`src/rtl/vram_rect_fill.sv`:
```
// -----------------------------------------------------------------------------
// vram_rect_fill
// Solid-colour rectangle fill engine driving the VRAM word write port.
// One command describes a rectangle in cell coordinates (origin, size, colour).
// The engine clips the rectangle to the screen. It then writes every covered
// 16-bit word in row-major order, one word per accepted write. Partial words at
// the row edges are handled with byte masks, so no read-modify-write is needed.
// Word layout: [15:8] holds the even cell, [7:0] holds the odd cell, and the
// colour sits in the low six bits of each byte.
//
// Ports
//   clk, reset           clock, asynchronous active-high reset
//   cmd_valid/cmd_ready  command handshake (ready only while idle)
//   cmd_x0, cmd_y0       first cell column / row
//   cmd_w, cmd_h         width / height in cells
//   cmd_color            RRGGBB fill colour
//   busy                 command in progress
//   done                 one-cycle pulse when a command completes
//   vram_waddr/wdata/    VRAM write request (address, data, byte enables,
//   vram_wmask/vram_we   write strobe)
//   vram_wready          VRAM accepts the presented write this cycle
// -----------------------------------------------------------------------------
module vram_rect_fill #(
    parameter int COLS          = 160,
    parameter int ROWS          = 60,
    parameter int WORDS_PER_ROW = 80,
    parameter int BASE_ADDR     = 1
) (
    input  logic        clk,
    input  logic        reset,
    input  logic        cmd_valid,
    output logic        cmd_ready,
    input  logic [7:0]  cmd_x0,
    input  logic [5:0]  cmd_y0,
    input  logic [7:0]  cmd_w,
    input  logic [5:0]  cmd_h,
    input  logic [5:0]  cmd_color,
    output logic        busy,
    output logic        done,
    output logic [13:0] vram_waddr,
    output logic [15:0] vram_wdata,
    output logic [1:0]  vram_wmask,
    output logic        vram_we,
    input  logic        vram_wready
);

    localparam logic [8:0]  COLS_W = 9'(COLS);
    localparam logic [8:0]  ROWS_W = 9'(ROWS);
    localparam logic [13:0] WPR_W  = 14'(WORDS_PER_ROW);
    localparam logic [13:0] BASE_W = 14'(BASE_ADDR);

    typedef enum logic [1:0] {
        IDLE  = 2'd0,
        SETUP = 2'd1,
        FILL  = 2'd2,
        DONE  = 2'd3
    } state_t;

    // Row offset WORDS_PER_ROW*y built from shifted constants (shift-add only).
    function automatic logic [13:0] row_offset(input logic [5:0] y);
        logic [13:0] acc;
        acc = 14'd0;
        for (int i = 0; i < 6; i++) begin
            if (y[i]) begin
                acc = acc + (WPR_W << i);
            end else begin
                acc = acc;
            end
        end
        return acc;
    endfunction

    // Byte enables for word wx: the first word loses its even byte when x0 is
    // odd, the last word loses its odd byte when xe-1 is even (xe odd).
    function automatic logic [1:0] mask_for(input logic [6:0] wx,
                                            input logic [6:0] wfirst,
                                            input logic [6:0] wlast,
                                            input logic       x0_odd,
                                            input logic       xe_odd);
        return {~((wx == wfirst) && x0_odd), ~((wx == wlast) && xe_odd)};
    endfunction

    state_t      state_r, state_s;
    logic [7:0]  x0_r, x0_s;
    logic [5:0]  y0_r, y0_s;
    logic [7:0]  w_r, w_s;
    logic [5:0]  h_r, h_s;
    logic [5:0]  color_r, color_s;
    logic [6:0]  wfirst_r, wfirst_s;
    logic [6:0]  wlast_r, wlast_s;
    logic        x0_odd_r, x0_odd_s;
    logic        xe_odd_r, xe_odd_s;
    logic [5:0]  y_r, y_s;
    logic [5:0]  ylast_r, ylast_s;
    logic [6:0]  wx_r, wx_s;
    logic [13:0] row_base_r, row_base_s;
    logic        cmd_ready_r, cmd_ready_s;
    logic        busy_r, busy_s;
    logic        done_r, done_s;
    logic [13:0] waddr_r, waddr_s;
    logic [15:0] wdata_r, wdata_s;
    logic [1:0]  wmask_r, wmask_s;
    logic        we_r, we_s;

    // Clipped extents, derived from the registered command during SETUP.
    logic [8:0]  xsum_s, ysum_s, xe_s, ye_s;
    logic [6:0]  setup_wlast_s;
    logic [5:0]  setup_ylast_s;
    logic [13:0] setup_row_s;
    logic        reject_s;
    logic [6:0]  wx_inc_s;
    logic [13:0] next_row_s;

    // Extent clipping, reject decision and walk increments.
    always_comb begin
        xsum_s        = {1'b0, x0_r} + {1'b0, w_r};
        ysum_s        = {3'b000, y0_r} + {3'b000, h_r};
        xe_s          = (xsum_s > COLS_W) ? COLS_W : xsum_s;
        ye_s          = (ysum_s > ROWS_W) ? ROWS_W : ysum_s;
        setup_wlast_s = 7'((xe_s - 9'd1) >> 1);
        setup_ylast_s = 6'(ye_s - 9'd1);
        setup_row_s   = BASE_W + row_offset(y0_r);
        reject_s      = (w_r == 8'd0) || (h_r == 6'd0) ||
                        ({1'b0, x0_r} >= COLS_W) || ({3'b000, y0_r} >= ROWS_W);
        wx_inc_s      = wx_r + 7'd1;
        next_row_s    = row_base_r + WPR_W;
    end

    // Next-state and next-output logic for the fill FSM.
    always_comb begin
        state_s     = state_r;
        x0_s        = x0_r;
        y0_s        = y0_r;
        w_s         = w_r;
        h_s         = h_r;
        color_s     = color_r;
        wfirst_s    = wfirst_r;
        wlast_s     = wlast_r;
        x0_odd_s    = x0_odd_r;
        xe_odd_s    = xe_odd_r;
        y_s         = y_r;
        ylast_s     = ylast_r;
        wx_s        = wx_r;
        row_base_s  = row_base_r;
        cmd_ready_s = cmd_ready_r;
        busy_s      = busy_r;
        done_s      = 1'b0;
        waddr_s     = waddr_r;
        wdata_s     = wdata_r;
        wmask_s     = wmask_r;
        we_s        = we_r;

        case (state_r)
            IDLE: begin
                if (cmd_valid && cmd_ready_r) begin
                    x0_s        = cmd_x0;
                    y0_s        = cmd_y0;
                    w_s         = cmd_w;
                    h_s         = cmd_h;
                    color_s     = cmd_color;
                    state_s     = SETUP;
                    cmd_ready_s = 1'b0;
                    busy_s      = 1'b1;
                end else begin
                    cmd_ready_s = 1'b1;
                    busy_s      = 1'b0;
                end
            end
            SETUP: begin
                wfirst_s = x0_r[7:1];
                wlast_s  = setup_wlast_s;
                x0_odd_s = x0_r[0];
                xe_odd_s = xe_s[0];
                ylast_s  = setup_ylast_s;
                if (reject_s) begin
                    state_s = DONE;
                    done_s  = 1'b1;
                end else begin
                    // Present the first word straight away so we rises one
                    // cycle after SETUP.
                    state_s    = FILL;
                    y_s        = y0_r;
                    wx_s       = x0_r[7:1];
                    row_base_s = setup_row_s;
                    waddr_s    = setup_row_s + {7'd0, x0_r[7:1]};
                    wdata_s    = {2'b00, color_r, 2'b00, color_r};
                    wmask_s    = mask_for(x0_r[7:1], x0_r[7:1], setup_wlast_s,
                                          x0_r[0], xe_s[0]);
                    we_s       = 1'b1;
                end
            end
            FILL: begin
                // Advance only on a completed write; otherwise hold everything.
                if (we_r && vram_wready) begin
                    if (wx_r == wlast_r) begin
                        if (y_r == ylast_r) begin
                            we_s    = 1'b0;
                            state_s = DONE;
                            done_s  = 1'b1;
                        end else begin
                            y_s        = y_r + 6'd1;
                            row_base_s = next_row_s;
                            wx_s       = wfirst_r;
                            waddr_s    = next_row_s + {7'd0, wfirst_r};
                            wmask_s    = mask_for(wfirst_r, wfirst_r, wlast_r,
                                                  x0_odd_r, xe_odd_r);
                        end
                    end else begin
                        wx_s    = wx_inc_s;
                        waddr_s = row_base_r + {7'd0, wx_inc_s};
                        wmask_s = mask_for(wx_inc_s, wfirst_r, wlast_r,
                                           x0_odd_r, xe_odd_r);
                    end
                end else begin
                    we_s = we_r;
                end
            end
            DONE: begin
                state_s     = IDLE;
                busy_s      = 1'b0;
                cmd_ready_s = 1'b1;
            end
            default: begin
                state_s     = IDLE;
                we_s        = 1'b0;
                busy_s      = 1'b0;
                cmd_ready_s = 1'b0;
            end
        endcase
    end

    // State and output registers; reset aborts any command immediately.
    always_ff @(posedge clk or posedge reset) begin
        if (reset) begin
            state_r     <= IDLE;
            x0_r        <= 8'd0;
            y0_r        <= 6'd0;
            w_r         <= 8'd0;
            h_r         <= 6'd0;
            color_r     <= 6'd0;
            wfirst_r    <= 7'd0;
            wlast_r     <= 7'd0;
            x0_odd_r    <= 1'b0;
            xe_odd_r    <= 1'b0;
            y_r         <= 6'd0;
            ylast_r     <= 6'd0;
            wx_r        <= 7'd0;
            row_base_r  <= 14'd0;
            cmd_ready_r <= 1'b0;
            busy_r      <= 1'b0;
            done_r      <= 1'b0;
            waddr_r     <= 14'd0;
            wdata_r     <= 16'd0;
            wmask_r     <= 2'd0;
            we_r        <= 1'b0;
        end else begin
            state_r     <= state_s;
            x0_r        <= x0_s;
            y0_r        <= y0_s;
            w_r         <= w_s;
            h_r         <= h_s;
            color_r     <= color_s;
            wfirst_r    <= wfirst_s;
            wlast_r     <= wlast_s;
            x0_odd_r    <= x0_odd_s;
            xe_odd_r    <= xe_odd_s;
            y_r         <= y_s;
            ylast_r     <= ylast_s;
            wx_r        <= wx_s;
            row_base_r  <= row_base_s;
            cmd_ready_r <= cmd_ready_s;
            busy_r      <= busy_s;
            done_r      <= done_s;
            waddr_r     <= waddr_s;
            wdata_r     <= wdata_s;
            wmask_r     <= wmask_s;
            we_r        <= we_s;
        end
    end

    assign cmd_ready  = cmd_ready_r;
    assign busy       = busy_r;
    assign done       = done_r;
    assign vram_waddr = waddr_r;
    assign vram_wdata = wdata_r;
    assign vram_wmask = wmask_r;
    assign vram_we    = we_r;

endmodule

```
`config.mk`:
```
export PLATFORM = sky130hd
export DESIGN_NAME = vram_rect_fill
export DESIGN_NICKNAME = d
export VERILOG_FILES = /design/src/rtl/vram_rect_fill.sv
export SDC_FILE = /design/constraint.sdc
export NUM_CORES = 1
export LEC_CHECK = 0
export CORE_MARGIN = 2
export CORE_UTILIZATION = 51
export CTS_CLUSTER_SIZE = 8
export DETAILED_ROUTE_END_ITERATION = 12
export GPL_ROUTABILITY_DRIVEN = 0
export MAX_ROUTING_LAYER = met4
export PLACE_DENSITY = 0.82
export SLEW_MARGIN = 20
export SYNTH_ARGS = -nofsm -noshare
export SYNTH_HDL_FRONTEND = slang
export SYNTH_SLANG_ARGS = --single-unit
```
`constraint.sdc`:
```
create_clock -name clk -period 5.1 [get_ports clk]
set_input_delay 1.53 -clock clk [delete_from_list [all_inputs] [get_ports clk]]
set_output_delay 1.53 -clock clk [all_outputs]
set_load 0.05 [all_outputs]
```
Yosys cells after proc, flatten, opt, wreduce, memory -nomap -nowiden
Index checks and enable logic that the tools add are counted.

Logic and storage cells: 137. Bits of input ports: 38. Output and inout port bits: 36. Bits in registers: 117.

Equal/unequal tests: 16. Bitwise operators: 7. Add/subtract/negate cells: 16. Muxes and demuxes: 53. $lt $le $gt $ge: 4. Reductions and logical operators: 20.

Operator list (count): $mux W14 (12); $pmux W14 S2 (2); $add A14 B7 Y14 (3); $eq A7 B7 Y1 (5); $mux W7 (5); $mux W6 (5); $mux W2 (8); $add A1 B14 Y14 const A (1); $add A14 B10 Y14 const B (1); $add A14 B11 Y14 const B (1); $add A14 B12 Y14 const B (1); $add A14 B7 Y14 const B (1); $add A14 B9 Y14 const B (1); $pmux W7 S2 (1); $ne A2 B2 Y1 const B (6); $pmux W6 S2 (1); $mux W1 (11); $reduce_and A5 Y1 (2); $add A7 B8 Y9 const B (1); $add A8 B8 Y9 (1); $gt A9 B8 Y1 const B (1); $mux W9 (1); $ge A8 B8 Y1 const B (1); $logic_not A8 Y1 (1); 23 further kinds (43).

Longest topological paths before layout
Word-level depth: 15. Mapped depth: 17. Gate-level depth less buffers: 17.

Worst setup path after synthesis
Ideal clock, no wire load.

Path type: flip-flop to flip-flop. Start: register x0_r[0]. End: register wmask_r[0], in the netlist vram_wmask[0]. Slack: 1.544 ns. Required time: 5.018 ns. Arrival time: 3.474 ns. Stages on the path, launching flop included: 16. Clock period less this slack: 3.556 ns. Path buffers: 1. Cell sequence: dfrtp_1 > ha_1 > inv_1 > fa_1 > nand2b_1 > a21oi_1 > xnor2_1 > a41o_1 > a31o_4 > nand2_1 > ha_1 > clkbuf_1 > nand4_1 > mux2_2 > o41a_1 > a31oi_1.

Longest elaborated chain between the ends: 9. Elaborated cells on any way between the ends: 14.

Ends and longest elaborated chain: start: declaration (line 84) `logic [7:0] x0_r, x0_s;`; start signal: assignment (line 258) `x0_r <= x0_s;`; $add A8 B8 Y9 (line 116) `xsum_s = {1'b0, x0_r} + {1'b0, w_r};`; $gt A9 B8 Y1 (line 118) `xe_s = (xsum_s > COLS_W) ? COLS_W : xsum_s;`; $mux W8 (line 118); $sub A8 B1 Y8 (line 120) `setup_wlast_s = 7'((xe_s - 9'd1) >> 1);`; $eq A7 B7 Y1 (line 80) `return {~((wx == wfirst) && x0_odd), ~((wx == wlast) && xe_odd)};`; $logic_and A1 B1 Y1 (line 80); $not A1 Y1 (line 80); $mux W2 (line 175) `if (reject_s) begin`; $pmux W2 S2 (line 153) `case (state_r)`; end signal: assignment (line 276) `wmask_r <= wmask_s;`; end: declaration (line 102) `logic [1:0] wmask_r, wmask_s;`.

Several ways; a longest one is shown, not always the timed one. The select of a mux whose other input is x is not followed. A chain may end at the register's enable or synchronous reset.

Final worst setup path
Start: register w_r[0]. End: register wmask_r[0], in the netlist vram_wmask[0].

Longest elaborated chain between the ends: 9. Elaborated cells on any way between the ends: 15.

Ends and longest elaborated chain: start: declaration (line 86) `logic [7:0] w_r, w_s;`; start signal: assignment (line 260) `w_r <= w_s;`; $add A8 B8 Y9 (line 116); $gt A9 B8 Y1 (line 118); $mux W8 (line 118); $sub A8 B1 Y8 (line 120); $eq A7 B7 Y1 (line 80); $logic_and A1 B1 Y1 (line 80); $not A1 Y1 (line 80); $mux W2 (line 175); $pmux W2 S2 (line 153).

Several ways; a longest one is shown, not always the timed one. The select of a mux whose other input is x is not followed.

==> flow_summary_export.csv <==
group,metric,value,unit
layout,syn_to_final_growth,12.9,%
clock_tree,clkTransAtPathRegs,0.08,ns
logic_synthesis,synth-async-reset-ratio,1.00,
grt,track_usage,0.240,
logic_synthesis,yosys_warnings,0,
sta,whs,0.480,ns
grt,grt_pass1_vias,6200,
logic_synthesis,synth_edf_count,0,
sta,rsz0062_at_grt,"no",
clock_tree,clk_latency,0.37,ns
clock_tree,htree_levels,3,
logic_synthesis,synth_top_cell_by_area,"dfrtp_1",
critical_path,crit_start,"w_r[0]$_DFFE_PP0P_",
critical_path,crit_end,"vram_wmask[0]$_DFFE_PP0P_",
layout,nets,990,
logic_synthesis,ys_types,81,
sta,slew_violations,0,
sta,timing.final.hold_violations,0,
logic_synthesis,synthFlopType,"dfrtp_1",
sta,min_period,4.02,ns
logic_synthesis,synth.area.top_cells,"dfrtp_1 (34%), mux2_2 (7.8%), xnor2_1 (6.9%), ha_1 (6.8%), xor2_1 (4.1%)",
routing,drt_iter0_markers,433,
floorplanning,initial_utilization,0.521,
clock_tree,cts_hold_buf,0,
clock_tree,cts_resized,0,
floorplanning,core,15200,um2
layout,seq_area,2700,um2
sta,fin_ws,1.08,ns
floorplanning,ios,74,
logic_synthesis,synth_seq_area_share,0.341,
grt,grt-ovfl-total,0,
critical_path,critical_path_buf_inv_count,1,
critical_path,r2r_cells,16,
critical_path,path_cells,"ha_1, inv_1, fa_1, nand2b_1, a21oi_1, xnor2_1, a41o_1, a31o_4, nand2_1, ha_1, xnor2_1, nor4_1, o21ai_0, nor4bb_1, o2111a_1, a31oi_1",
layout,drive_gt1_frac,0.111,
placed_design,place_ws,1.13,ns
run_status,status,"finished, final reports clean",
critical_path,slowest_delay,0.44,ns
logic_synthesis,synth_cells,878,
grt,grt_max_degree,65,
sta,max_slew_margin,0.479,
routing,firstDrtPassIters,5,
floorplanning,fp.dieH,129,um
routing,routedWlPerCell,16.9,um
clock_tree,clock_path_buffers,2,
layout,multiInputGateArea,4820,um2
layout,fill_cells,1280,
logic_synthesis,synth_top_cell_area_share,0.341,
logic_synthesis,synth.avg_cell_area,9.02,um2
sta,setup_tns,0,ns
clock_tree,cts_tree,"built",
placed_design,dp_hpwl,13.6,mm
routing,drt-total-wl,18.6,mm
critical_path,path_class,"register to register",
routing,avgViaCountPerCell,5.95,
critical_path,crit_arrival,4.27,ns
clock_tree,cts-buffers-inserted,9,
logic_synthesis,synth_common_cells,"dfrtp_1 (108), nand2_1 (80), nor2_1 (64)",
floorplanning,die_x,129,um
clock_tree,cts_num_sinks,108,
sta,finalCritPeriodShare,0.789,
critical_path,cp.required,5.34,ns
logic_synthesis,yosysMostFrequentCell,"dfrtp_1",
critical_path,reg2reg_to,"vram_wmask[0]$_DFFE_PP0P_",
logic_synthesis,synth_area,7920,um2
placed_design,port_buffers,69,
clock_tree,cts-root-buf,"clkbuf_16",
layout,antennaDiodeCount,0,
critical_path,r2r_start,"w_r[0]$_DFFE_PP0P_",
sta,setup_viol,0,
logic_synthesis,ys_seq_elements,108,
clock_tree,post_cts_buffers,0,
grt,grt_pass1_wl,30.8,mm
sta,worst_slew_pin_slew,0.779,ns
worst_hold_path,hold_class,"register to register",
critical_path,cp_top_family,"compound AO/OA/AOI/OAI gates",
sta,fmax,249,MHz
grt,antenna_found_initial,0,
routing,ant_nets,0,
sta,finalClockSkew,0.0135,ns
critical_path,cp_max_fo,7,
flow_run,drv_cap,0,
critical_path,reg2reg_slack,1.08,ns
critical_path,endpoint_kind,"register",
critical_path,worstSetupPathDepth,16,
routing,vias,6543,
floorplanning,rows,45,
critical_path,crit_slowest_cell,"fa_1",
critical_path,worstSetupStartpointType,"register",
floorplanning,dieArea,16500,um2
routing,drc_errors,0,
-- through the flow --
| stage | cell area (um2) | instances | util |
|---|---|---|---|
| 2_1_floorplan | 7930 | 881 | - |
| 3_3_place_gp | 8620 | 1084 | 0.567 |
| 3_5_place_dp | 8620 | 1084 | 0.567 |
| 4_1_cts | 8950 | 1100 | 0.589 |
| 5_1_grt | 8950 | 1100 | 0.589 |
| 6_report | 8950 | 1100 | 0.589 |
-- flip-flops by register name (all words and copies together), names as in the netlist, 6 cells and up --
signal	count
h_r	6
x0_r	8
wx_r	7
row_base_r	11
vram_waddr	14
wlast_r	7
ylast_r	6
y_r	6
y0_r	6
color_r	6
vram_wdata	6
wfirst_r	7
w_r	8
-- metal layers --
metal / vias to the layer above / wire length, um / GRT usage
met5: - / 0 / -
met4: 0 / 571 / 0.107
met3: 44 / 1180 / 0.0241
met2: 277 / 8770 / 0.382
met1: 3082 / 8110 / 0.312
li1: 3140 / - / -
-- worst min-delay path by stage --
stage                                    from                        end  slack, ns  cells past startpoint
floorplan                xe_odd_r$_DFFE_PP0P_       xe_odd_r$_DFFE_PP0P_       0.45                      2
global placement    vram_waddr[0]$_DFFE_PP0P_  vram_waddr[0]$_DFFE_PP0P_       0.46                      2
detailed placement           busy$_DFFE_PP0P_           busy$_DFFE_PP0P_       0.47                      1
CTS                 vram_waddr[5]$_DFFE_PP0P_  vram_waddr[5]$_DFFE_PP0P_       0.49                      2
global route                 busy$_DFFE_PP0P_           busy$_DFFE_PP0P_       0.50                      1
finish              vram_waddr[5]$_DFFE_PP0P_  vram_waddr[5]$_DFFE_PP0P_       0.48                      2
-- cell usage in the layout, fill, tap and decap left out, drive strengths merged, types with 7 or more instances in the layout --
cell type	count
a21oi	61
nand3	37
nand2b	14
a31oi	13
nor2b	12
mux2i	7
xnor2	63
inv	30
o31ai	7
nor4	9
o21ai	57
nand2	80
a21o	8
nor2	64
ha	43
clkdlybuf4s50	69
nand4	7
clkbuf	9
o22ai	8
mux2	55
and3	10
xor2	38
nor3	9
buf	9
dfrtp	108
-- cells by family after synthesis --
family                   count (synthesis)  share of synthesized area
other                                    1                   0.000473
XOR/XNOR                               102                      0.118
AO/OA/AOI/OAI                          201                      0.161
buffers and inverters                   89                     0.0527
AND/OR/NAND/NOR                        270                      0.167
adder cells (fa/ha/maj)                 45                     0.0730
multiplexers                            62                     0.0870
flip-flops                             108                      0.341
-- worst reg2reg max path, stage by stage, from the launching register on --
cell	delay (ns)
dfrtp_1	0.40
ha_1	0.26
inv_1	0.08
fa_1	0.44
nand2b_1	0.19
a21oi_1	0.27
xnor2_1	0.18
a41o_1	0.27
a31o_4	0.20
nand2_1	0.10
ha_1	0.33
xnor2_1	0.13
nor4_1	0.31
o21ai_0	0.15
nor4bb_1	0.31
o2111a_1	0.23
a31oi_1	0.08
-- layout make-up --
cell class | count | share of cell area
Inverter | 26 | 0.0112
Multi-Input combinational cell | 684 | 0.539
Tap cell | 188 | 0.0263
Clock inverter | 7 | 0.0116
Clock buffer | 9 | 0.0252
Sequential cell | 108 | 0.302
Timing Repair Buffer | 78 | 0.0847
Power is left out: the tool's default activity adds up to more than one toggle a clock period on the data nets, which glitch-free logic cannot reach.
